==> src/rtl/capture_pkg.sv <==
// Shared types and defaults for the capture sequencer.
package capture_pkg;

  localparam int unsigned SAMPLE_WIDTH_DEF = 8;
  localparam int unsigned ADDR_WIDTH_DEF   = 10;

  typedef enum logic [2:0] {
    ST_IDLE      = 3'd0,
    ST_ARM       = 3'd1,
    ST_PRE_FILL  = 3'd2,
    ST_WAIT_TRIG = 3'd3,
    ST_POST      = 3'd4,
    ST_DONE      = 3'd5
  } cap_state_e;

  // States in which one sample is written to the buffer each cycle.
  function automatic logic is_write_state(input cap_state_e s);
    return (s == ST_PRE_FILL) || (s == ST_WAIT_TRIG) || (s == ST_POST);
  endfunction

  // States that count as "capture in progress".
  function automatic logic is_busy_state(input cap_state_e s);
    return (s == ST_ARM) || is_write_state(s);
  endfunction

  // States during which the trigger block is held armed (cleared).
  function automatic logic is_arm_state(input cap_state_e s);
    return (s == ST_ARM) || (s == ST_PRE_FILL);
  endfunction

endpackage

==> src/rtl/capture_addr_gen.sv <==
// Circular write-pointer generator: clear to zero, step by one when enabled,
// wrapping naturally at 2^ADDR_WIDTH.
module capture_addr_gen
  import capture_pkg::*;
#(
  parameter int unsigned ADDR_WIDTH = ADDR_WIDTH_DEF
) (
  input  logic                  clk_i,
  input  logic                  rst_n_i,
  input  logic                  clear_i,
  input  logic                  enable_i,
  output logic [ADDR_WIDTH-1:0] addr_o
);

  logic [ADDR_WIDTH-1:0] addr_q;
  logic [ADDR_WIDTH-1:0] addr_d;

  // Next pointer value: clear wins over increment.
  always_comb begin
    addr_d = addr_q;
    if (clear_i) begin
      addr_d = '0;
    end else if (enable_i) begin
      addr_d = addr_q + ADDR_WIDTH'(1);
    end else begin
      addr_d = addr_q;
    end
  end

  // Pointer register with synchronous active-low reset.
  always_ff @(posedge clk_i) begin
    if (!rst_n_i) begin
      addr_q <= '0;
    end else begin
      addr_q <= addr_d;
    end
  end

  assign addr_o = addr_q;

endmodule

==> src/rtl/capture_sequencer.sv <==
// Logic-analyser style capture sequencer: arms the trigger block, fills a
// pre-trigger window, writes circularly until the trigger, then writes a
// post-trigger window and reports completion.
module capture_sequencer
  import capture_pkg::*;
#(
  parameter int unsigned SAMPLE_WIDTH = SAMPLE_WIDTH_DEF,
  parameter int unsigned ADDR_WIDTH   = ADDR_WIDTH_DEF
) (
  input  logic                    clock,
  input  logic                    reset_n,
  input  logic                    start,
  input  logic                    abort,
  input  logic [SAMPLE_WIDTH-1:0] cfg_rise,
  input  logic [SAMPLE_WIDTH-1:0] cfg_fall,
  input  logic [ADDR_WIDTH-1:0]   cfg_pre,
  input  logic [ADDR_WIDTH-1:0]   cfg_post,
  input  logic [SAMPLE_WIDTH-1:0] sample_in,
  input  logic                    trig_run,
  output logic                    trig_arm,
  output logic [SAMPLE_WIDTH-1:0] trig_rise,
  output logic [SAMPLE_WIDTH-1:0] trig_fall,
  output logic                    mem_we,
  output logic [ADDR_WIDTH-1:0]   mem_addr,
  output logic [SAMPLE_WIDTH-1:0] mem_data,
  output logic [ADDR_WIDTH-1:0]   trig_addr,
  output logic                    busy,
  output logic                    done
);

  cap_state_e state_q;
  cap_state_e state_d;

  logic [SAMPLE_WIDTH-1:0] rise_q;
  logic [SAMPLE_WIDTH-1:0] fall_q;
  logic [ADDR_WIDTH-1:0]   pre_q;
  logic [ADDR_WIDTH-1:0]   post_q;
  logic [ADDR_WIDTH-1:0]   cnt_q;
  logic [ADDR_WIDTH-1:0]   trig_addr_q;
  logic                    mem_we_q;
  logic [ADDR_WIDTH-1:0]   mem_addr_q;
  logic [SAMPLE_WIDTH-1:0] mem_data_q;
  logic                    busy_q;
  logic                    done_q;
  logic                    trig_arm_q;

  logic [ADDR_WIDTH-1:0]   ptr_s;
  logic [ADDR_WIDTH:0]     room_s;
  logic [ADDR_WIDTH:0]     pre_ext_s;
  logic [ADDR_WIDTH-1:0]   eff_pre_s;
  logic [ADDR_WIDTH:0]     cnt_inc_s;
  logic                    start_ok_s;
  logic                    write_s;
  logic                    trig_hit_s;
  logic                    pre_last_s;
  logic                    post_last_s;

  // Clamp the pre-trigger window so pre + trigger + post fits the buffer.
  // Done one bit wider so the subtraction can never wrap.
  always_comb begin
    room_s    = {1'b0, {ADDR_WIDTH{1'b1}}} - {1'b0, cfg_post};
    pre_ext_s = {1'b0, cfg_pre};
    if (pre_ext_s < room_s) begin
      eff_pre_s = cfg_pre;
    end else begin
      eff_pre_s = room_s[ADDR_WIDTH-1:0];
    end
  end

  // Qualified control strobes; abort suppresses everything else.
  always_comb begin
    start_ok_s  = start && !abort && ((state_q == ST_IDLE) || (state_q == ST_DONE));
    write_s     = !abort && is_write_state(state_q);
    trig_hit_s  = !abort && (state_q == ST_WAIT_TRIG) && trig_run;
    cnt_inc_s   = {1'b0, cnt_q} + {{ADDR_WIDTH{1'b0}}, 1'b1};
    pre_last_s  = (cnt_inc_s == {1'b0, pre_q});
    post_last_s = (cnt_inc_s == {1'b0, post_q});
  end

  // Next-state selection for the capture sequence.
  always_comb begin
    state_d = state_q;
    if (abort) begin
      state_d = ST_IDLE;
    end else begin
      case (state_q)
        ST_IDLE:      state_d = start ? ST_ARM : ST_IDLE;
        ST_ARM:       state_d = (pre_q == '0) ? ST_WAIT_TRIG : ST_PRE_FILL;
        ST_PRE_FILL:  state_d = pre_last_s ? ST_WAIT_TRIG : ST_PRE_FILL;
        ST_WAIT_TRIG: begin
          if (trig_run) begin
            state_d = (post_q == '0) ? ST_DONE : ST_POST;
          end else begin
            state_d = ST_WAIT_TRIG;
          end
        end
        ST_POST:      state_d = post_last_s ? ST_DONE : ST_POST;
        ST_DONE:      state_d = start ? ST_ARM : ST_DONE;
        default:      state_d = ST_IDLE;
      endcase
    end
  end

  // State register plus status outputs registered from the next state so
  // they line up with the state they describe.
  always_ff @(posedge clock) begin
    if (!reset_n) begin
      state_q    <= ST_IDLE;
      busy_q     <= 1'b0;
      done_q     <= 1'b0;
      trig_arm_q <= 1'b0;
    end else begin
      state_q    <= state_d;
      busy_q     <= is_busy_state(state_d);
      done_q     <= (state_d == ST_DONE);
      trig_arm_q <= is_arm_state(state_d);
    end
  end

  // Configuration latch, phase counter, buffer write port and trigger address.
  always_ff @(posedge clock) begin
    if (!reset_n) begin
      rise_q      <= '0;
      fall_q      <= '0;
      pre_q       <= '0;
      post_q      <= '0;
      cnt_q       <= '0;
      mem_we_q    <= 1'b0;
      mem_addr_q  <= '0;
      mem_data_q  <= '0;
      trig_addr_q <= '0;
    end else begin
      if (start_ok_s) begin
        rise_q <= cfg_rise;
        fall_q <= cfg_fall;
        pre_q  <= eff_pre_s;
        post_q <= cfg_post;
      end
      // The counter restarts on every state change, so each window counts from 0.
      if (state_d != state_q) begin
        cnt_q <= '0;
      end else if ((state_q == ST_PRE_FILL) || (state_q == ST_POST)) begin
        cnt_q <= cnt_inc_s[ADDR_WIDTH-1:0];
      end
      mem_we_q <= write_s;
      if (write_s) begin
        mem_addr_q <= ptr_s;
        mem_data_q <= sample_in;
      end
      if (trig_hit_s) begin
        trig_addr_q <= ptr_s;
      end
    end
  end

  capture_addr_gen #(
    .ADDR_WIDTH (ADDR_WIDTH)
  ) u_addr_gen (
    .clk_i    (clock),
    .rst_n_i  (reset_n),
    .clear_i  (start_ok_s),
    .enable_i (write_s),
    .addr_o   (ptr_s)
  );

  assign trig_arm  = trig_arm_q;
  assign trig_rise = rise_q;
  assign trig_fall = fall_q;
  assign mem_we    = mem_we_q;
  assign mem_addr  = mem_addr_q;
  assign mem_data  = mem_data_q;
  assign trig_addr = trig_addr_q;
  assign busy      = busy_q;
  assign done      = done_q;

endmodule

==> config.mk <==
export PLATFORM = sky130hd
export DESIGN_NAME = capture_sequencer
export DESIGN_NICKNAME = d
export VERILOG_FILES = /design/src/rtl/capture_pkg.sv /design/src/rtl/capture_addr_gen.sv /design/src/rtl/capture_sequencer.sv
export SDC_FILE = /design/constraint.sdc
export NUM_CORES = 1
export LEC_CHECK = 0
export ABC_AREA = 1
export BUFFER_PORTS_ARGS = -buffer_cell sky130_fd_sc_hd__buf_2
export CORE_ASPECT_RATIO = 1.75
export CORE_UTILIZATION = 49
export DETAILED_ROUTE_END_ITERATION = 6
export PLACE_DENSITY_LB_ADDON = 0.25
export SLEW_MARGIN = 20
export SYNTH_ARGS = -nofsm -noshare
export SYNTH_HDL_FRONTEND = slang
export SYNTH_SLANG_ARGS = --single-unit
==> constraint.sdc <==
create_clock -name clock -period 1.7 [get_ports clock]
set_input_delay 0.17 -clock clock [delete_from_list [all_inputs] [get_ports clock]]
set_output_delay 0.17 -clock clock [all_outputs]
set_load 0.03 [all_outputs]
==> results of run 1 <==
[state kept, by name, summed over array words and instances, names as in the netlist]
signal / count
trig_addr: 10
mem_data: 8
trig_arm: 1
pre_q: 10
done: 1
cnt_q: 10
mem_we: 1
trig_rise: 8
mem_addr: 10
busy: 1
u_addr_gen.addr_o: 10
state_q: 3
trig_fall: 8
post_q: 10
[cells in the mapped netlist (6+ instances only)]
master | number | area [um2]
ha_1 | 11 | 138
o21ai_0 | 84 | 420
nand3_1 | 35 | 175
a21oi_1 | 48 | 240
nor2_2 | 11 | 68.8
dfxtp_1 | 91 | 1820
nand4_1 | 8 | 50.1
inv_1 | 53 | 199
clkbuf_1 | 17 | 63.8
o22ai_1 | 6 | 37.5
nor2_1 | 84 | 315
nor3_1 | 6 | 30.0
nand2_1 | 102 | 383
[area by class of cell]
cell class / instances / area, um2 / area share, %
clock buffer: 9 / 225 / 3.93
clock inverter: 7 / 68.8 / 1.20
sequential: 91 / 1840 / 32.2
inverter: 59 / 224 / 3.91
multi-input combinational: 420 / 2290 / 40.0
timing repair buffer: 151 / 933 / 16.3
tap: 115 / 144 / 2.51
[where the power goes]
group	switching, W	internal, W
Sequential	0.0000457	0.00221
Clock	0.000855	0.00113
Combinational	0.000430	0.000258
Total	0.00133	0.00360
[cells by family (layout without fill, tap and decap cells)]
family / after synthesis / count (layout) / synth area share (%)
and+or+nand+nor: 255 / 256 / 26.3
AOI/OAI and AO/OA: 151 / 151 / 18.8
DFF: 91 / 91 / 43.2
buffers and inverters: 84 / 226 / 8.06
adders and majority gates: 11 / 11 / 3.26
xor gates and xnor gates: 2 / 2 / 0.415
[stage by stage]
stage	worst slack (ns)	std cells	cell area, um2	hold slack (ns)	util, %
after global routing	-0.442	852	5730	0.0760	68.9
after floorplan	-0.0620	594	4240	0.337	-
after detailed placement	-0.288	823	5080	0.425	61.2
after CTS	-0.194	845	5570	0.0675	67.0
final	-0.298	852	5730	0.0696	68.9
after global placement	-0.218	823	5080	0.418	61.2
[worst min path at each step]
stage                     slack (ns)         start                         to
after global placement          0.42   cfg_fall[1]  trig_fall[1]$_SDFFE_PN0P_
final                           0.07   cfg_rise[4]  trig_rise[4]$_SDFFE_PN0P_
after floorplan                 0.34  sample_in[0]   mem_data[0]$_SDFFE_PN0P_
after global routing            0.08   cfg_rise[4]  trig_rise[4]$_SDFFE_PN0P_
after detailed placement        0.42   cfg_rise[4]  trig_rise[4]$_SDFFE_PN0P_
after CTS                       0.07   cfg_rise[4]  trig_rise[4]$_SDFFE_PN0P_
[per-layer routing]
| layer | vias up | share of wire (%) |
|---|---|---|
| met3 | 45 | 4.0 |
| met5 | - | 0 |
| met1 | 2014 | 37 |
| li1 | 2239 | - |
| met2 | 115 | 54 |
| met4 | 0 | 4.9 |
[repair_timing]
action | CTS | global route
resized for setup | 42 | 40
endpoints found under the hold margin | 0 | 0
pin swaps | 15 | 18
hold buffers | 0 | 0
gates cloned | 2 | 0
endpoints found under the setup margin | 64 | 75
buffers inserted | 4 | 8
[critical path: stages, from the launching register on]
cell and delay [ns]:
dfxtp_4 0.38, ha_4 0.17, nand3_4 0.09, nor2_4 0.17, nand2_2 0.06, nand2_2 0.07, nand2_1 0.06, nand2_1 0.05
nand2_1 0.06, nor2_1 0.14, nand3_1 0.11, nand2_2 0.12, nand3_2 0.17, nand3_4 0.21, nor2_4 0.04
==> run summary, run 1 <==
status: finished with violations
failing checks: setup timing
Critical path destination: cnt_q[0]$_SDFFE_PP0P_
Yosys cell types: 34
number of global-route vias before repair: 4333
CTS tree: done
core area: 0.00831 mm2
reg2reg start: cnt_q[1]$_SDFFE_PP0P_
post-synth design cell area: 0.00422 mm2
register area share after synthesis: 43.2%
Filler cells: 690
Mapped Nets: 654
Final WS setup: -0.298 ns
ANT nets after route: 0
reg2reg end: cnt_q[0]$_SDFFE_PP0P_
Synth Area per Inst: 7.10 um2
clock latency on the worst-skew pair: 0.35 ns
global-route wire length before repair: 18800 um
minimum clock period: 2.00 ns
power after layout: 0.00493 W
row count: 44
crit end category: flip-flop
commonest register cell after synthesis: dfxtp_1
largest net degree at the start of global routing: 55
CTS root buffer: clkbuf_16
I/O Pins: 97
Setup TNS Final: -3.94 ns
EDFF count, synth: 0
initial antenna violation count: 0
clk buf depth: 2
synth warn: 0
H-tree depth: 3
most frequent cells in the layout: buf_2 (97), nand2_1 (92), dfxtp_1 (84), nor2_1 (78), o21ai_0 (73)
GR Util met2: 49.0%
count of buffers from port buffering: 96
fraction of registers with async set/reset: 0%
worst hold-check path type: in -> reg
All-Layer GR Usage: 26.5%
FF-to-FF path depth: 14
post-DR vias/cell: 5.18
die area: 0.00900 mm2
nets@finish: 792
WL final: 11500 um
final hold violation count: 0
initial DRC count: 172
CP startpoint: cnt_q[1]$_SDFFE_PP0P_
period utilization: 118%
total grt overflow: 0
Num CTS Buffers: 9
DRT Pass-1 Iters: 5
drc violations: 0
Leak: 2.63 nW
f_max: 500 MHz
DR vias: 4413
Layout Skew: 0.00651 ns
Worst-Margin Slew: 0.530 ns
P&R area growth vs syn: 35.8%
Placer Congestion: 0.895
Worst Hold Path Cells: 3
drt wl/cell: 13.5 um
Max transition margin: 64.7%
Initial Util: 50.8%
RSZ-0062 raised after global routing: true
layout cells sized above 1: 32.3%
met3 GRT Util: 4.77%
routing usage on met1: 26.6%
Peak supply drop: 732 uV
Critical Path Start Type: flip-flop
synthesized flop and latch total: 91
most common cell after layout, fill and taps aside: buf_2
crit-path max FO: 5
post-DP HPWL: 8100 um
PD cells: 860 mW/mm2
critical path class: reg -> reg
Slew Viols, Final: 0
Mapped Cells: 594
Die Ht: 125 um
antenna diode count: 0
clk slew on worst S/H paths: 0.06 ns
Final Setup Violations: 37
clock sink count: 91
gr busiest metal: met2
CP Data Required Time: 1.93 ns
max-cap violation count: 0
Die Wd: 72.2 um
Worst EP arrival: 2.23 ns
r2r setup slk: -0.30 ns
(Power assumes the default switching activity.)
==> run 2, diff against run 1 <==
- GPL_TIMING_DRIVEN: not set -> 0
==> run 2 against run 1 <==
The flow still finishes with violations (setup timing). Utilization fell by 0.54 points. Register-to-register slack got worse by 0.05 ns. Critical path depth rose by 3. Critical path type unchanged. Largest cell class unchanged.
==> run summary, run 2 (synthesized netlist as in run 1, its figures left out) <==
final hold violation count: 0 (unchanged)
Worst EP arrival: 2.28 ns (+0.05 ns)
ANT nets after route: 0 (unchanged)
cell family with most CP delay: simple AND/OR/NAND/NOR gates
Die Ht: 125 um (unchanged)
core area: 0.00831 mm2 (unchanged)
total grt overflow: 0 (unchanged)
clock sink count: 91 (unchanged)
Bufs and invs on worst path: 3 (+3)
failing checks: setup timing
hold path endpoint: trig_fall[5]$_SDFFE_PN0P_
Worst-Margin Slew: 0.503 ns (-0.0267 ns)
Critical Path Most Common Cell: nand2_1
Critical Path Start Type: flip-flop
CP Cell Sequence: nor2_8 > nand2_8 > buf_8 > nand2_2 > nand2_1 > nand2_1 > nand2_1 > nor2_2 > nand2_1 > nor2_2 > nand3_1 > nand2_2 > buf_4 > buf_6 > o21ai_2 > nand2_1 > nand2_1
Die Wd: 72.2 um (unchanged)
post-DP HPWL: 8480 um (+4.6%)
Slew Viols, Final: 0 (unchanged)
max-cap violation count: 0 (unchanged)
CTS tree: done
minimum clock period: 2.05 ns (+0.0498 ns)
DR vias: 4442 (+0.66%)
most common cell after layout, fill and taps aside: buf_2
drt wl/cell: 14.3 um (+5.7%)
initial DRC count: 199 (+16%)
Leak: 2.58 nW (-1.7%)
most frequent cells in the layout: buf_2 (96), nand2_1 (88), dfxtp_1 (84), nor2_1 (76), o21ai_0 (74)
layout cells sized above 1: 28.9% (-3.3 points)
row count: 44 (unchanged)
initial antenna violation count: 0 (unchanged)
P&R area growth vs syn: 34.7%
count of buffers from port buffering: 95 (-1.0%)
Final Setup Violations: 87 (+140%)
Placer Congestion: 0.866 (-3.2%)
post-DR vias/cell: 5.26 (+1.6%)
drc violations: 0 (unchanged)
min-delay src: cfg_fall[5]
reg2reg end: busy$_SDFF_PN0_
Filler cells: 674 (-2.3%)
Initial Util: 50.8% (unchanged)
antenna diode count: 0 (unchanged)
Num CTS Buffers: 9 (unchanged)
f_max: 488 MHz (-2.4%)
number of global-route vias before repair: 4431 (+2.3%)
global-route wire length before repair: 19400 um (+3.1%)
Critical-path top delay cell: dfxtp_4
reg2reg start: state_q[0]$_SDFF_PN0_
All-Layer GR Usage: 27.4% (+0.86 points)
crit end category: flip-flop
CTS root buffer: clkbuf_16
Worst Hold Path Cells: 3 (unchanged)
max incr delay on CP: 0.38 ns (about the same)
Layout Skew: 0.00489 ns (-0.00161 ns)
nets@finish: 785 (-0.88%)
Max transition margin: 66.5% (+1.8 points)
critical path class: reg -> reg
worst hold-check path type: in -> reg
Final Hold Slack: 0.0795 ns (+0.00987 ns)
largest net degree at the start of global routing: 14 (-75%)
crit-path max FO: 5 (unchanged)
clk buf depth: 2 (unchanged)
clock latency on the worst-skew pair: 0.34 ns (about the same)
die area: 0.00900 mm2 (unchanged)
I/O Pins: 97 (unchanged)
r2r setup slk: -0.35 ns (-0.05 ns)
DRT Pass-1 Iters: 4 (-1)
status: finished with violations
H-tree depth: 3 (unchanged)
FF-to-FF path depth: 17 (+3)
PD cells: 869 mW/mm2 (+1.1%)
Final WS setup: -0.348 ns (-0.0498 ns)
WL final: 12000 um (+4.7%)
period utilization: 120% (+2.9 points)
CP Data Required Time: 1.93 ns (about the same)
RSZ-0062 raised after global routing: true
clk slew on worst S/H paths: 0.06 ns (about the same)
Inst Count DP: 804 (-2.3%)
Peak supply drop: 834 uV (+14%)
Final Non-Filler Cells: 844 (-0.94%)
[run 2: cell count changes in the layout (fill, tap and decap cells not counted), sizes merged]
cell	before	now
buf	151	127
clkbuf	9	30
clkinv	8	4
clkinvlp	2	0
bufinv	1	2
[run 2: stage by stage]
stage / power [W] / utilization [%] / area, um2 / worst slack (ns) / setup TNS, ns
2_1_floorplan: 0.00270 / - / 4240 / -0.0620 / -0.579
4_1_cts: 0.00495 / 67.4 / 5600 / -0.309 / -9.08
3_3_place_gp: 0.00289 / 58.5 / 4860 / -0.427 / -22.18
6_report: 0.00494 / 68.4 / 5690 / -0.348 / -14.07
5_1_grt: 0.00513 / 68.4 / 5690 / -0.481 / -21.72
3_5_place_dp: 0.00291 / 58.5 / 4860 / -0.471 / -25.83
[run 2: how the worst max path moves through the flow]
| stage | startpoint | end | slack, ns | depth (start not counted) |
|---|---|---|---|---|
| 6_report | state_q[0]$_SDFF_PN0_ | busy$_SDFF_PN0_ | -0.35 | 17 |
| 5_1_grt | state_q[0]$_SDFF_PN0_ | cnt_q[9]$_SDFFE_PP0P_ | -0.48 | 16 |
| 4_1_cts | state_q[1]$_SDFF_PN0_ | cnt_q[4]$_SDFFE_PP0P_ | -0.31 | 17 |
| 3_5_place_dp | cnt_q[2]$_SDFFE_PP0P_ | cnt_q[9]$_SDFFE_PP0P_ | -0.47 | 14 |
| 3_3_place_gp | state_q[0]$_SDFF_PN0_ | cnt_q[0]$_SDFFE_PP0P_ | -0.43 | 14 |
| 2_1_floorplan | state_q[1]$_SDFF_PN0_ | cnt_q[0]$_SDFFE_PP0P_ | -0.06 | 17 |
[run 2: layout make-up]
class	instances	area, um2	area share (%)
Clock inverter	2	35.0	0.616
Timing Repair Buffer	120	723	12.7
Inverter	59	235	4.14
Tap cell	115	144	2.53
Clock buffer	13	260	4.58
Buffer	24	156	2.75
Sequential cell	91	1840	32.4
Multi-Input combinational cell	420	2290	40.3
[run 2: power breakdown]
part / total, W / switching [W] / internal [W]
Clock: 0.00198 / 0.000767 / 0.00121
Sequential: 0.00226 / 0.0000514 / 0.00221
Combinational: 0.000709 / 0.000446 / 0.000263
Total: 0.00494 / 0.00126 / 0.00368
[run 2: worst reg2reg max path, delay by kind of cell, from the launching register on]
family,cells,cell delay (ns)
and+or+nand+nor,13,1.16
AOI/OAI and AO/OA,1,0.05
DFF,1,0.38
buffers and inverters,3,0.35
[run 2: repair_timing]
item,4_1_cts,5_1_grt
setup buffers,20,3
cloned,3,0
resized for setup,73,22
pin swaps,9,16
endpoints found under the hold margin,0,0
endpoints found under the setup margin,89,88
hold buffers,0,0
[run 2: routing by layer]
metal / vias to the layer above / GRT usage, % / routed length, um
li1: 2218 / - / -
met2: 132 / 50.1 / 6670
met1: 2039 / 26.1 / 4220
met5: - / 0 / 0
met3: 53 / 5.18 / 454
met4: 0 / 19.5 / 686
==> run 3, diff against run 2 <==
- CORE_MARGIN: not set -> 8
- CTS_CLUSTER_DIAMETER: not set -> 60
==> run 3 against run 2 <==
The run still ends with setup timing left. Sequential share of layout area rose by 0.24 points. First-iteration DRC count grew 15%. Worst hold slack lost 0.0041 ns. Combinational power down 1%. Clock-buffer cell count fell by 3. Final area shrank 0.99%.
==> run summary, run 3 (synthesized netlist as in run 1, its figures left out) <==
die area: 0.0120 mm2 (+33%)
largest net degree at the start of global routing: 16 (+2)
crit end category: flip-flop
CTS root buffer: clkbuf_16
core area: 0.00850 mm2 (+2.3%)
Final WS setup: -0.346 ns (+0.00231 ns)
Worst-Margin Slew: 0.596 ns (+0.0927 ns)
clock latency on the worst-skew pair: 0.34 ns (about the same)
drc violations: 0 (unchanged)
Final Setup Violations: 87 (unchanged)
critical path class: reg -> reg
CP Data Required Time: 1.97 ns (+0.04 ns)
multi-input logic area: 0.00228 mm2 (-0.27%)
initial DRC count: 228 (+15%)
most common cell after layout, fill and taps aside: buf_2
reg2reg start: cnt_q[0]$_SDFFE_PP0P_
clk slew on worst S/H paths: 0.07 ns (about the same)
worst hold-check path type: in -> reg
Int Power: 0.00364 W (-1.1%)
Die Wd: 86.2 um (+19%)
crit-path max FO: 6 (+1)
clk buf depth: 2 (unchanged)
Place WS: -0.488 ns (-0.0167 ns)
number of global-route vias before repair: 4591 (+3.6%)
row count: 45 (+2.3%)
dpl cell area: 0.00486 mm2 (about the same)
WL final: 13200 um (+9.5%)
H-tree depth: 3 (unchanged)
clock sink count: 91 (unchanged)
Worst Hold Path Cells: 3 (unchanged)
DRT Pass-1 Iters: 4 (unchanged)
Placer Congestion: 0.918 (+6.1%)
Critical Path Start Type: flip-flop
Die Ht: 139 um (+11%)
Num CTS Buffers: 9 (unchanged)
Combinational Power Share: 14.0% (-0.3 points)
Slew Viols, Final: 0 (unchanged)
post-DP HPWL: 9210 um (+8.7%)
antenna diode count: 0 (unchanged)
I/O Pins: 97 (unchanged)
Setup TNS Final: -14.16 ns (-0.0835 ns)
RSZ-0062 raised after global routing: true
final hold violation count: 0 (unchanged)
Leak: 2.53 nW (-2.1%)
total grt overflow: 0 (unchanged)
DR vias: 4549 (+2.4%)
period utilization: 120% (-0.14 points)
status: finished with violations
initial antenna violation count: 0 (unchanged)
minimum clock period: 2.05 ns (-0.00231 ns)
r2r setup slk: -0.35 ns (about the same)
Sw Pwr: 0.00136 W (+7.3%)
Clk pwr share: 40.8% (+0.8 points)
FF-to-FF path depth: 14 (-3)
min-delay src: cfg_fall[6]
post-DR vias/cell: 5.38 (+2.3%)
ANT nets after route: 0 (unchanged)
layout cells sized above 1: 29.9% (+1.0 points)
Worst EP arrival: 2.32 ns (+0.04 ns)
Design Area, Final: 0.00563 mm2 (-0.99%)
P&R area growth vs syn: 33.4%
Final Non-Filler Cells: 845 (+0.12%)
nets@finish: 783 (-0.25%)
reg2reg end: cnt_q[1]$_SDFFE_PP0P_
failing checks: setup timing
All-Layer GR Usage: 21.5% (-5.9 points)
CTS tree: done
Initial Util: 49.6% (-1.1 points)
hold path endpoint: trig_fall[6]$_SDFFE_PN0P_
drt wl/cell: 15.6 um (+9.3%)
f_max: 489 MHz (+0.11%)
Peak supply drop: 718 uV (-14%)
most frequent cells in the layout: buf_2 (98), nand2_1 (87), dfxtp_1 (84), nor2_1 (77), o21ai_0 (68)
max-cap violation count: 0 (unchanged)
Flop pwr share: 45.2% (-0.5 points)
Switching Fraction: 27.2% (+1.6 points)
Layout Skew: 0.00570 ns (+0.000807 ns)
Inst Count DP: 806 (+0.25%)
Max transition margin: 60.3% (-6.2 points)
count of buffers from port buffering: 95 (unchanged)
PD cells: 887 mW/mm2 (+2.0%)
global-route wire length before repair: 20800 um (+7.2%)
Register Area: 0.00184 mm2 (-0.27%)
Filler cells: 703 (+4.3%)
==> run 3: cell types whose count changed in the layout (fill, tap and decap cells not counted), moves of 2 or more <==
cell / previous run / this run
buf_6: 6 / 10
buf_4: 21 / 15
o21ai_2: 3 / 8
dfxtp_2: 2 / 4
clkinvlp_4: 0 / 4
buf_2: 96 / 98
clkbuf_1: 12 / 10
buf_12: 2 / 0
dfxtp_4: 5 / 3
o21ai_0: 74 / 68
nand2_2: 11 / 14
==> run 3: worst max path at each step <==
stage,from,to,slack (ns),depth (start not counted)
finish,cnt_q[0]$_SDFFE_PP0P_,cnt_q[1]$_SDFFE_PP0P_,-0.35,14
global route,cnt_q[2]$_SDFFE_PP0P_,cnt_q[0]$_SDFFE_PP0P_,-0.48,14
CTS,state_q[1]$_SDFF_PN0_,cnt_q[2]$_SDFFE_PP0P_,-0.33,16
detailed placement,cnt_q[2]$_SDFFE_PP0P_,cnt_q[1]$_SDFFE_PP0P_,-0.49,14
global placement,state_q[0]$_SDFF_PN0_,cnt_q[0]$_SDFFE_PP0P_,-0.44,14
floorplan,state_q[1]$_SDFF_PN0_,cnt_q[0]$_SDFFE_PP0P_,-0.06,17
==> run 3: stage by stage <==
step	hold slack (ns)	util, %	power, W
detailed placement	0.429	57.2	0.00291
global route	0.0856	66.2	0.00517
finish	0.0754	66.2	0.00500
floorplan	0.337	-	0.00270
CTS	0.0727	64.2	0.00497
global placement	0.419	57.2	0.00290
==> run 3: layer usage <==
metal | GRT usage, % | share of wire [%] | vias to the layer above
li1 | - | - | 2225
met1 | 19.8 | 35 | 2128
met2 | 40.6 | 56 | 146
met3 | 5.28 | 4.2 | 50
met4 | 12.5 | 4.7 | 0
met5 | 0 | 0 | -
==> run 3: repair_timing <==
item | in CTS | in global routing
cloned | 1 | 1
gates resized for setup | 52 | 52
endpoints found under the setup margin | 89 | 88
hold buffers | 0 | 0
buffers inserted | 16 | 6
pin swaps | 13 | 24
==> run 3: layout make-up <==
type                       instances  area share [%]
multi-input combinational        420            40.6
sequential                        91            32.6
timing repair buffer             118            12.1
clock buffer                      10            4.24
inverter                          59            3.98
buffer                            24            2.71
tap                              117            2.60
clock inverter                     6            1.16
==> run 3: power by group through the flow <==
stage,combinational (W),sequential (W),clock [W]
after floorplan,0.000329,0.00237,0
after global placement,0.000596,0.00230,0
after detailed placement,0.000609,0.00230,0
after CTS,0.000671,0.00226,0.00204
after global routing,0.000773,0.00227,0.00213
final,0.000700,0.00226,0.00204
==> run 3: critical path, cell delays in order (launching register included) <==
cell and delay, ns:
dfxtp_4 0.39, ha_4 0.17, nand3_4 0.10, nor2_4 0.17, buf_6 0.12, nand3_1 0.10
nand3_1 0.11, nand2_1 0.05, nor2_1 0.08, nand3_1 0.09, nand2_2 0.14, nand2_4 0.08
nand2_4 0.10, nand3_4 0.15, nor2_2 0.13
